==> src/rtl/systolic_readback_if.sv <==
// Row stream leaving the systolic result readback: payload plus valid/ready handshake.
interface systolic_readback_if #(
  parameter int ARRAY_SIZE = 8,
  parameter int DATA_WIDTH = 16
);
  logic                             out_valid;
  logic                             out_ready;
  logic [ARRAY_SIZE*DATA_WIDTH-1:0] out_data;
  logic [5:0]                       out_index;
  logic                             out_last;

  modport master (output out_valid, out_data, out_index, out_last, input out_ready);
  modport slave  (input out_valid, out_data, out_index, out_last, output out_ready);
endinterface

==> src/rtl/systolic_readback.sv <==
// Reads NUM_ROWS rows from the result SRAM after tpu_done and streams them through a 2-entry skid FIFO.
// Optional macro READBACK_RELU_EN clamps negative elements to zero at FIFO capture.
module systolic_readback #(
  parameter int ARRAY_SIZE = 8,
  parameter int DATA_WIDTH = 16,
  parameter int NUM_ROWS   = 8
) (
  input  logic                             clk,
  input  logic                             rst,
  input  logic                             tpu_done,
  output logic                             sram_read_enable,
  output logic [5:0]                       sram_raddr,
  input  logic [ARRAY_SIZE*DATA_WIDTH-1:0] sram_rdata,
  output logic                             busy,
  output logic                             rb_done,
  systolic_readback_if.master              out_if
);
  localparam int         ROW_W     = ARRAY_SIZE * DATA_WIDTH;
  localparam logic [5:0] LAST_ADDR = 6'(NUM_ROWS - 1);

  typedef enum logic [1:0] {IDLE, READ, DRAIN} state_t;

  state_t           state_q, state_d;
  logic [5:0]       raddr_q, raddr_d;
  logic             inflight_q, inflight_d;
  logic [5:0]       inflight_addr_q, inflight_addr_d;
  logic             rb_done_q, rb_done_d;
  logic [ROW_W-1:0] mem_data_q [2];
  logic [ROW_W-1:0] mem_data_d [2];
  logic [5:0]       mem_index_q [2];
  logic [5:0]       mem_index_d [2];
  logic             mem_last_q [2];
  logic             mem_last_d [2];
  logic             wr_ptr_q, wr_ptr_d;
  logic             rd_ptr_q, rd_ptr_d;
  logic [1:0]       count_q, count_d;

  logic             head_valid;
  logic             head_last;
  logic             pop;
  logic             issue;
  logic [1:0]       outstanding;
  logic [ROW_W-1:0] capture_data;

  for (genvar gi = 0; gi < ARRAY_SIZE; gi++) begin : g_elem
`ifdef READBACK_RELU_EN
    assign capture_data[gi*DATA_WIDTH +: DATA_WIDTH] =
        sram_rdata[gi*DATA_WIDTH + DATA_WIDTH - 1] ? '0 : sram_rdata[gi*DATA_WIDTH +: DATA_WIDTH];
`else
    assign capture_data[gi*DATA_WIDTH +: DATA_WIDTH] = sram_rdata[gi*DATA_WIDTH +: DATA_WIDTH];
`endif
  end

  assign head_valid  = (count_q != 2'd0);
  assign head_last   = mem_last_q[rd_ptr_q];
  assign pop         = head_valid && out_if.out_ready;
  // Rows already committed (buffered or arriving next cycle) must never exceed the FIFO depth.
  assign outstanding = count_q + {1'b0, inflight_q};
  assign issue       = (state_q == READ) &&
                       ((outstanding < 2'd2) || ((outstanding == 2'd2) && pop));

  always_comb begin
    state_d         = state_q;
    raddr_d         = raddr_q;
    inflight_d      = issue;
    inflight_addr_d = issue ? raddr_q : inflight_addr_q;
    rb_done_d       = 1'b0;
    mem_data_d      = mem_data_q;
    mem_index_d     = mem_index_q;
    mem_last_d      = mem_last_q;
    wr_ptr_d        = wr_ptr_q ^ inflight_q;
    rd_ptr_d        = rd_ptr_q ^ pop;
    count_d         = count_q + {1'b0, inflight_q} - {1'b0, pop};

    if (inflight_q) begin
      mem_data_d[wr_ptr_q]  = capture_data;
      mem_index_d[wr_ptr_q] = inflight_addr_q;
      mem_last_d[wr_ptr_q]  = (inflight_addr_q == LAST_ADDR);
    end

    case (state_q)
      IDLE: begin
        raddr_d = '0;
        if (tpu_done) state_d = READ;
      end
      READ: begin
        if (issue) begin
          raddr_d = raddr_q + 6'd1;
          if (raddr_q == LAST_ADDR) state_d = DRAIN;
        end
      end
      DRAIN: begin
        if (pop && head_last) begin
          state_d   = IDLE;
          raddr_d   = '0;
          rb_done_d = 1'b1;
        end
      end
      default: state_d = IDLE;
    endcase
  end

  always_ff @(posedge clk or posedge rst) begin
    if (rst) begin
      state_q         <= IDLE;
      raddr_q         <= '0;
      inflight_q      <= 1'b0;
      inflight_addr_q <= '0;
      rb_done_q       <= 1'b0;
      mem_data_q      <= '{default: '0};
      mem_index_q     <= '{default: '0};
      mem_last_q      <= '{default: 1'b0};
      wr_ptr_q        <= 1'b0;
      rd_ptr_q        <= 1'b0;
      count_q         <= '0;
    end else begin
      state_q         <= state_d;
      raddr_q         <= raddr_d;
      inflight_q      <= inflight_d;
      inflight_addr_q <= inflight_addr_d;
      rb_done_q       <= rb_done_d;
      mem_data_q      <= mem_data_d;
      mem_index_q     <= mem_index_d;
      mem_last_q      <= mem_last_d;
      wr_ptr_q        <= wr_ptr_d;
      rd_ptr_q        <= rd_ptr_d;
      count_q         <= count_d;
    end
  end

  assign sram_read_enable = issue;
  assign sram_raddr       = raddr_q;
  assign busy             = (state_q != IDLE);
  assign rb_done          = rb_done_q;
  assign out_if.out_valid = head_valid;
  assign out_if.out_data  = mem_data_q[rd_ptr_q];
  assign out_if.out_index = mem_index_q[rd_ptr_q];
  assign out_if.out_last  = head_last;
endmodule
==> src/flat_wrapper.sv <==
// flat-port wrapper written by rule: the top's interface ports become plain ports
module systolic_readback_flat 
#(
  parameter int ARRAY_SIZE = 8,
  parameter int DATA_WIDTH = 16,
  parameter int NUM_ROWS   = 8
)
  (clk, rst, tpu_done, sram_read_enable, sram_raddr, sram_rdata, busy, rb_done, out_if_out_valid, out_if_out_data, out_if_out_index, out_if_out_last, out_if_out_ready);
  systolic_readback_if #(.ARRAY_SIZE(ARRAY_SIZE), .DATA_WIDTH(DATA_WIDTH)) out_if_i ();
  input  logic clk;
  input  logic rst;
  input  logic tpu_done;
  output logic sram_read_enable;
  output logic [5:0] sram_raddr;
  input  logic [ARRAY_SIZE*DATA_WIDTH-1:0] sram_rdata;
  output logic busy;
  output logic rb_done;
  output wire logic [$bits(out_if_i.out_valid)-1:0] out_if_out_valid;
  output wire logic [$bits(out_if_i.out_data)-1:0] out_if_out_data;
  output wire logic [$bits(out_if_i.out_index)-1:0] out_if_out_index;
  output wire logic [$bits(out_if_i.out_last)-1:0] out_if_out_last;
  input wire logic [$bits(out_if_i.out_ready)-1:0] out_if_out_ready;
  assign out_if_out_valid = out_if_i.out_valid;
  assign out_if_out_data = out_if_i.out_data;
  assign out_if_out_index = out_if_i.out_index;
  assign out_if_out_last = out_if_i.out_last;
  assign out_if_i.out_ready = out_if_out_ready;
  systolic_readback #(.ARRAY_SIZE(ARRAY_SIZE), .DATA_WIDTH(DATA_WIDTH), .NUM_ROWS(NUM_ROWS)) u_core (.clk(clk), .rst(rst), .tpu_done(tpu_done), .sram_read_enable(sram_read_enable), .sram_raddr(sram_raddr), .sram_rdata(sram_rdata), .busy(busy), .rb_done(rb_done), .out_if(out_if_i));
endmodule
==> config.mk <==
export PLATFORM = sky130hd
export DESIGN_NAME = systolic_readback_flat
export DESIGN_NICKNAME = d
export VERILOG_FILES = /design/src/rtl/systolic_readback_if.sv /design/src/rtl/systolic_readback.sv /design/src/flat_wrapper.sv
export SDC_FILE = /design/constraint.sdc
export NUM_CORES = 1
export LEC_CHECK = 0
export CORE_ASPECT_RATIO = 0.5
export CORE_UTILIZATION = 25
export CTS_CLUSTER_SIZE = 16
export DETAILED_ROUTE_END_ITERATION = 7
export GPL_ROUTABILITY_DRIVEN = 0
export PLACE_DENSITY = 0.53
export SLEW_MARGIN = 20
export SYNTH_ARGS = -nofsm -noshare
export SYNTH_HDL_FRONTEND = slang
export SYNTH_SLANG_ARGS = --single-unit
==> constraint.sdc <==
create_clock -name clk -period 11.9 [get_ports clk]
set_input_delay 2.975 -clock clk [delete_from_list [all_inputs] [get_ports clk]]
set_output_delay 2.975 -clock clk [all_outputs]
set_load 0.03 [all_outputs]
==> impl_summary.txt <==
----------------------------------------------------
[Run status]
  Result of the run ... finished clean

[Logic synthesis]
  Number of warnings reported in the yosys synthesis log ... 0
  Main combinational cell family by area after synthesis ... multiplexers
  Adder-Cell Fraction of Synth Area ... 0.4975%
  Number of unique standard cell types used by synthesis ... 36
  Async set or reset register ratio after synthesis ... 100.0%
  Simple-gate share of the synthesized area ... under 10%
  Synthesized area ... 12580 µm²
  Mapped Avg Cell Area ... 15.39 µm²
  Gate Count Post-Synth ... slightly above 800
  Total nets after synthesis ... 954
  Multiplexer area fraction after synthesis ... 36.80%
  Share of the synthesized area in compound gates (AO/OA/AOI/OAI) ... less than 1%
  Post-synthesis sequential area ratio ... 57.71%
  XOR/XNOR share of the synthesized area ... less than 1%
  Seq cells post-synth ... 290
  Number of enable-type register cells in the synthesized netlist ... 0
  Dominant register cell in the synthesized netlist ... sky130_fd_sc_hd__dfrtp_1

[Setup path]
  CP max-delay cell ... sky130_fd_sc_hd__clkdlybuf4s50_1
  Crit path kind ... in -> out
  Category of the worst setup path capture point ... output port
  Data required time of the worst path ... roughly 8900 ps
  Kind of start point of the critical path ... input pin
  Stage delay of the slowest cell on the critical path ... about 700 ps
  WP buf/inv ... 3
  Data arrival at the endpoint of the critical path ... 5110 ps
  Dominant delay contributor by cell family on the critical path ... buffers and inverters
  Largest driver fanout on the critical path ... 9
  Worst path cell trace ... clkdlybuf4s50_1 > nand3b_1 > nand3b_1 > nand3_1 > inv_1 > clkdlybuf4s50_1

[Cells and area]
  Post-synthesis to final-layout area growth ... 35.74%
  Final design instance area without fill ... 17070 µm²
  Commonest non-fill, non-tap cell in the layout ... sky130_fd_sc_hd__mux2_2
  Number of nets in the layout ... 1223
  Fraction of final layout cells with drive strength greater than 1 ... 42.68%
  Fin util ... approximately a third
  Commonest cells after routing, fill and taps aside ... 411 x sky130_fd_sc_hd__mux2_2, 289 x sky130_fd_sc_hd__dfrtp_1, 276 x sky130_fd_sc_hd__clkdlybuf4s50_1, 30 x sky130_fd_sc_hd__clkbuf_16, 10 x sky130_fd_sc_hd__nand2_1
  Post-route non-filler standard cell count ... approximately 1800
  Filler Cells Inserted ... 4797

[STA]
  Total negative slack ... 0 ps
  Top achievable clock speed ... between 100 and 150 MHz
  Final Hold Fails ... 0
  Max-slew headroom ... 39.83%
  Setup slack after layout ... roughly 3800 ps
  Final critical-path required period ... 8080 ps
  Final hold slack ... 500.0 ps
  RSZ-0062 raised after global routing ... no
  Measured slew at the worst slew-check pin ... 902.6 ps
  Layout Skew ... 14.79 ps
  Crit share post-route ... 67.90%
  Setup violators final ... 0
  Number of pins exceeding their max-slew limit in the final report ... 0

[Routing]
  Vias after detailed routing ... 7703
  Post-DR vias/cell ... 4.377
  Remaining antenna violation count after routing ... 0
  Count of TritonRoute iterations in the first routing pass ... 4
  Wire length per cell ... 18.38 µm
  DRC violation count after routing ... 0
  Total wire length after detailed routing ... 32.35 mm
  DRT iter0 DRCs ... 234

[Floorplan]
  Effective utilization at floorplan ... 25.63%
  Number of ports placed on the die boundary ... 277
  Total number of placement rows ... between 50 and 60
  Die Y-Extent ... roughly 160 µm
  DIE AREA ... 51260 µm²
  Die width ... 319.2 µm
  Area of the core ... approximately 50000 µm²

[Clock network]
  Clock insertion delay at the later pin of the skew report ... 570 ps
  Clock input transition at the sequential cells of the worst setup and hold paths ... 60 ps
  Hold buffer count at CTS ... 0
  Count of cells resized by post-cts repair ... 0
  TritonCTS clock tree ... built
  Max H-tree Level ... 1
  Post-CTS Setup Repair Bufs ... 0
  Root cell of the clock tree ... sky130_fd_sc_hd__clkbuf_16
  Clock Sinks ... 290
  Maximum number of buffers from clock root to sink ... 3
  Total CTS buffers ... 30

[Global routing]
  Vias in the first global route ... 8410
  Largest net degree at the start of global routing ... 188
  Total Routing Usage GR ... 12.55%
  First-pass GRT wire length ... 50.76 mm
  Initial antenna violation count ... 5
  GRT Residual Overflow ... 0

[Placed design]
  Post-Place Setup Slack ... 3810 ps
  Port buffer count ... 276
  Placed cell areas ... approximately 16000 µm²
  Placed cell count ... 1701
  Half-perimeter wire length of the detailed placement result ... 21.67 mm

[Power]
  Post-layout total power ... 5.968 mW
  Leakage component of the power ... just under 7 nW
  Maximum ir drop on the vdd rail ... 136.2 µV
  Power density cells ... 349.6 nW/µm²

[Min path]
  Hold/Removal Path Class ... reg -> reg

[Job]
  Maxcap violations ... 0

----------------------------------------------------
## Yosys cell counts, types with 3 or more instances
cell	n	area [µm²]
sky130_fd_sc_hd__nand3_1	3	15.01
sky130_fd_sc_hd__nand4b_1	3	26.28
sky130_fd_sc_hd__mux2_2	411	4628
sky130_fd_sc_hd__clkbuf_1	6	22.52
sky130_fd_sc_hd__o211ai_1	3	22.52
sky130_fd_sc_hd__inv_1	7	26.28
sky130_fd_sc_hd__ha_1	5	62.56
sky130_fd_sc_hd__a21oi_1	3	15.01
sky130_fd_sc_hd__dfrtp_1	290	7257
sky130_fd_sc_hd__buf_1	8	30.03
sky130_fd_sc_hd__nand3b_1	3	22.52
sky130_fd_sc_hd__buf_2	33	165.2
sky130_fd_sc_hd__nand2_1	10	37.54
## sequential cells by signal, summed over array words and instances, names as in the netlist
| register | flops |
|---|---|
| u_core.rb_done | 1 |
| u_core.rd_ptr_q | 1 |
| u_core.wr_ptr_q | 1 |
| u_core.inflight_addr_q | 6 |
| u_core.mem_last_q | 2 |
| u_core.sram_raddr | 6 |
| u_core.inflight_q | 1 |
| u_core.mem_index_q | 12 |
| u_core.mem_data_q | 256 |
| u_core.state_q | 2 |
| u_core.count_q | 2 |
## worst register-to-register path: stages (launching register included)
cell and delay, ps:
sky130_fd_sc_hd__dfrtp_1 410, sky130_fd_sc_hd__inv_1 110, sky130_fd_sc_hd__ha_4 590, sky130_fd_sc_hd__buf_4 710, sky130_fd_sc_hd__mux2_2 460
## report_power, final
part	total (mW)	internal [mW]	switching, mW
clock	0.959	0.554	0.406
sequential	1.78	1.49	0.286
combinational	3.23	1.62	1.61
## layer usage
| layer | share of wire (%) | global-route usage [%] | wire [µm] |
|---|---|---|---|
| met1 | 39 | 14.20 | 12640 |
| met2 | 56 | 24.02 | 18250 |
| met3 | 2.7 | 2.320 | 875 |
| met4 | 1.8 | 3.365 | 584 |
| met5 | 0 | 0 | 0 |
## cell type report
cell class	instances	area, µm²	share of cell area (%)
antenna	5	12.51	0.07330
clock buffer	41	832.0	4.874
clock inverter	11	151.4	0.8869
inverter	7	33.78	0.1979
multi-input combinational	473	5100	29.88
sequential	290	7261	42.53
tap	649	812.0	4.757
timing repair buffer	284	2868	16.80
## kinds of logic (layout without fill, tap and decap cells)
kind of cell	Yosys count	after routing
other	0	5
adders and majority gates	5	5
muxes	411	411
DFF	290	290
buffers and inverters	54	343
xor gates and xnor gates	3	3
and+or+nand+nor	38	38
AOI/OAI and AO/OA	16	16
## path summary, 6_finish.rpt
path	start	to	slack [ps]	depth (start not counted)
max in group asynchronous	rst	u_core.mem_data_q[233]	7430	4
worst min-delay path	u_core.mem_data_q[19]	u_core.mem_data_q[19]	500	1
worst min register to register	u_core.mem_data_q[19]	u_core.mem_data_q[19]	500	1
worst max-delay path	out_if_out_ready	sram_read_enable	3820	6
min in group asynchronous	rst	u_core.mem_data_q[45]	2950	2
worst max register to register	u_core.wr_ptr_q	u_core.mem_data_q[232]	9510	4
(Power assumes the default switching activity.)
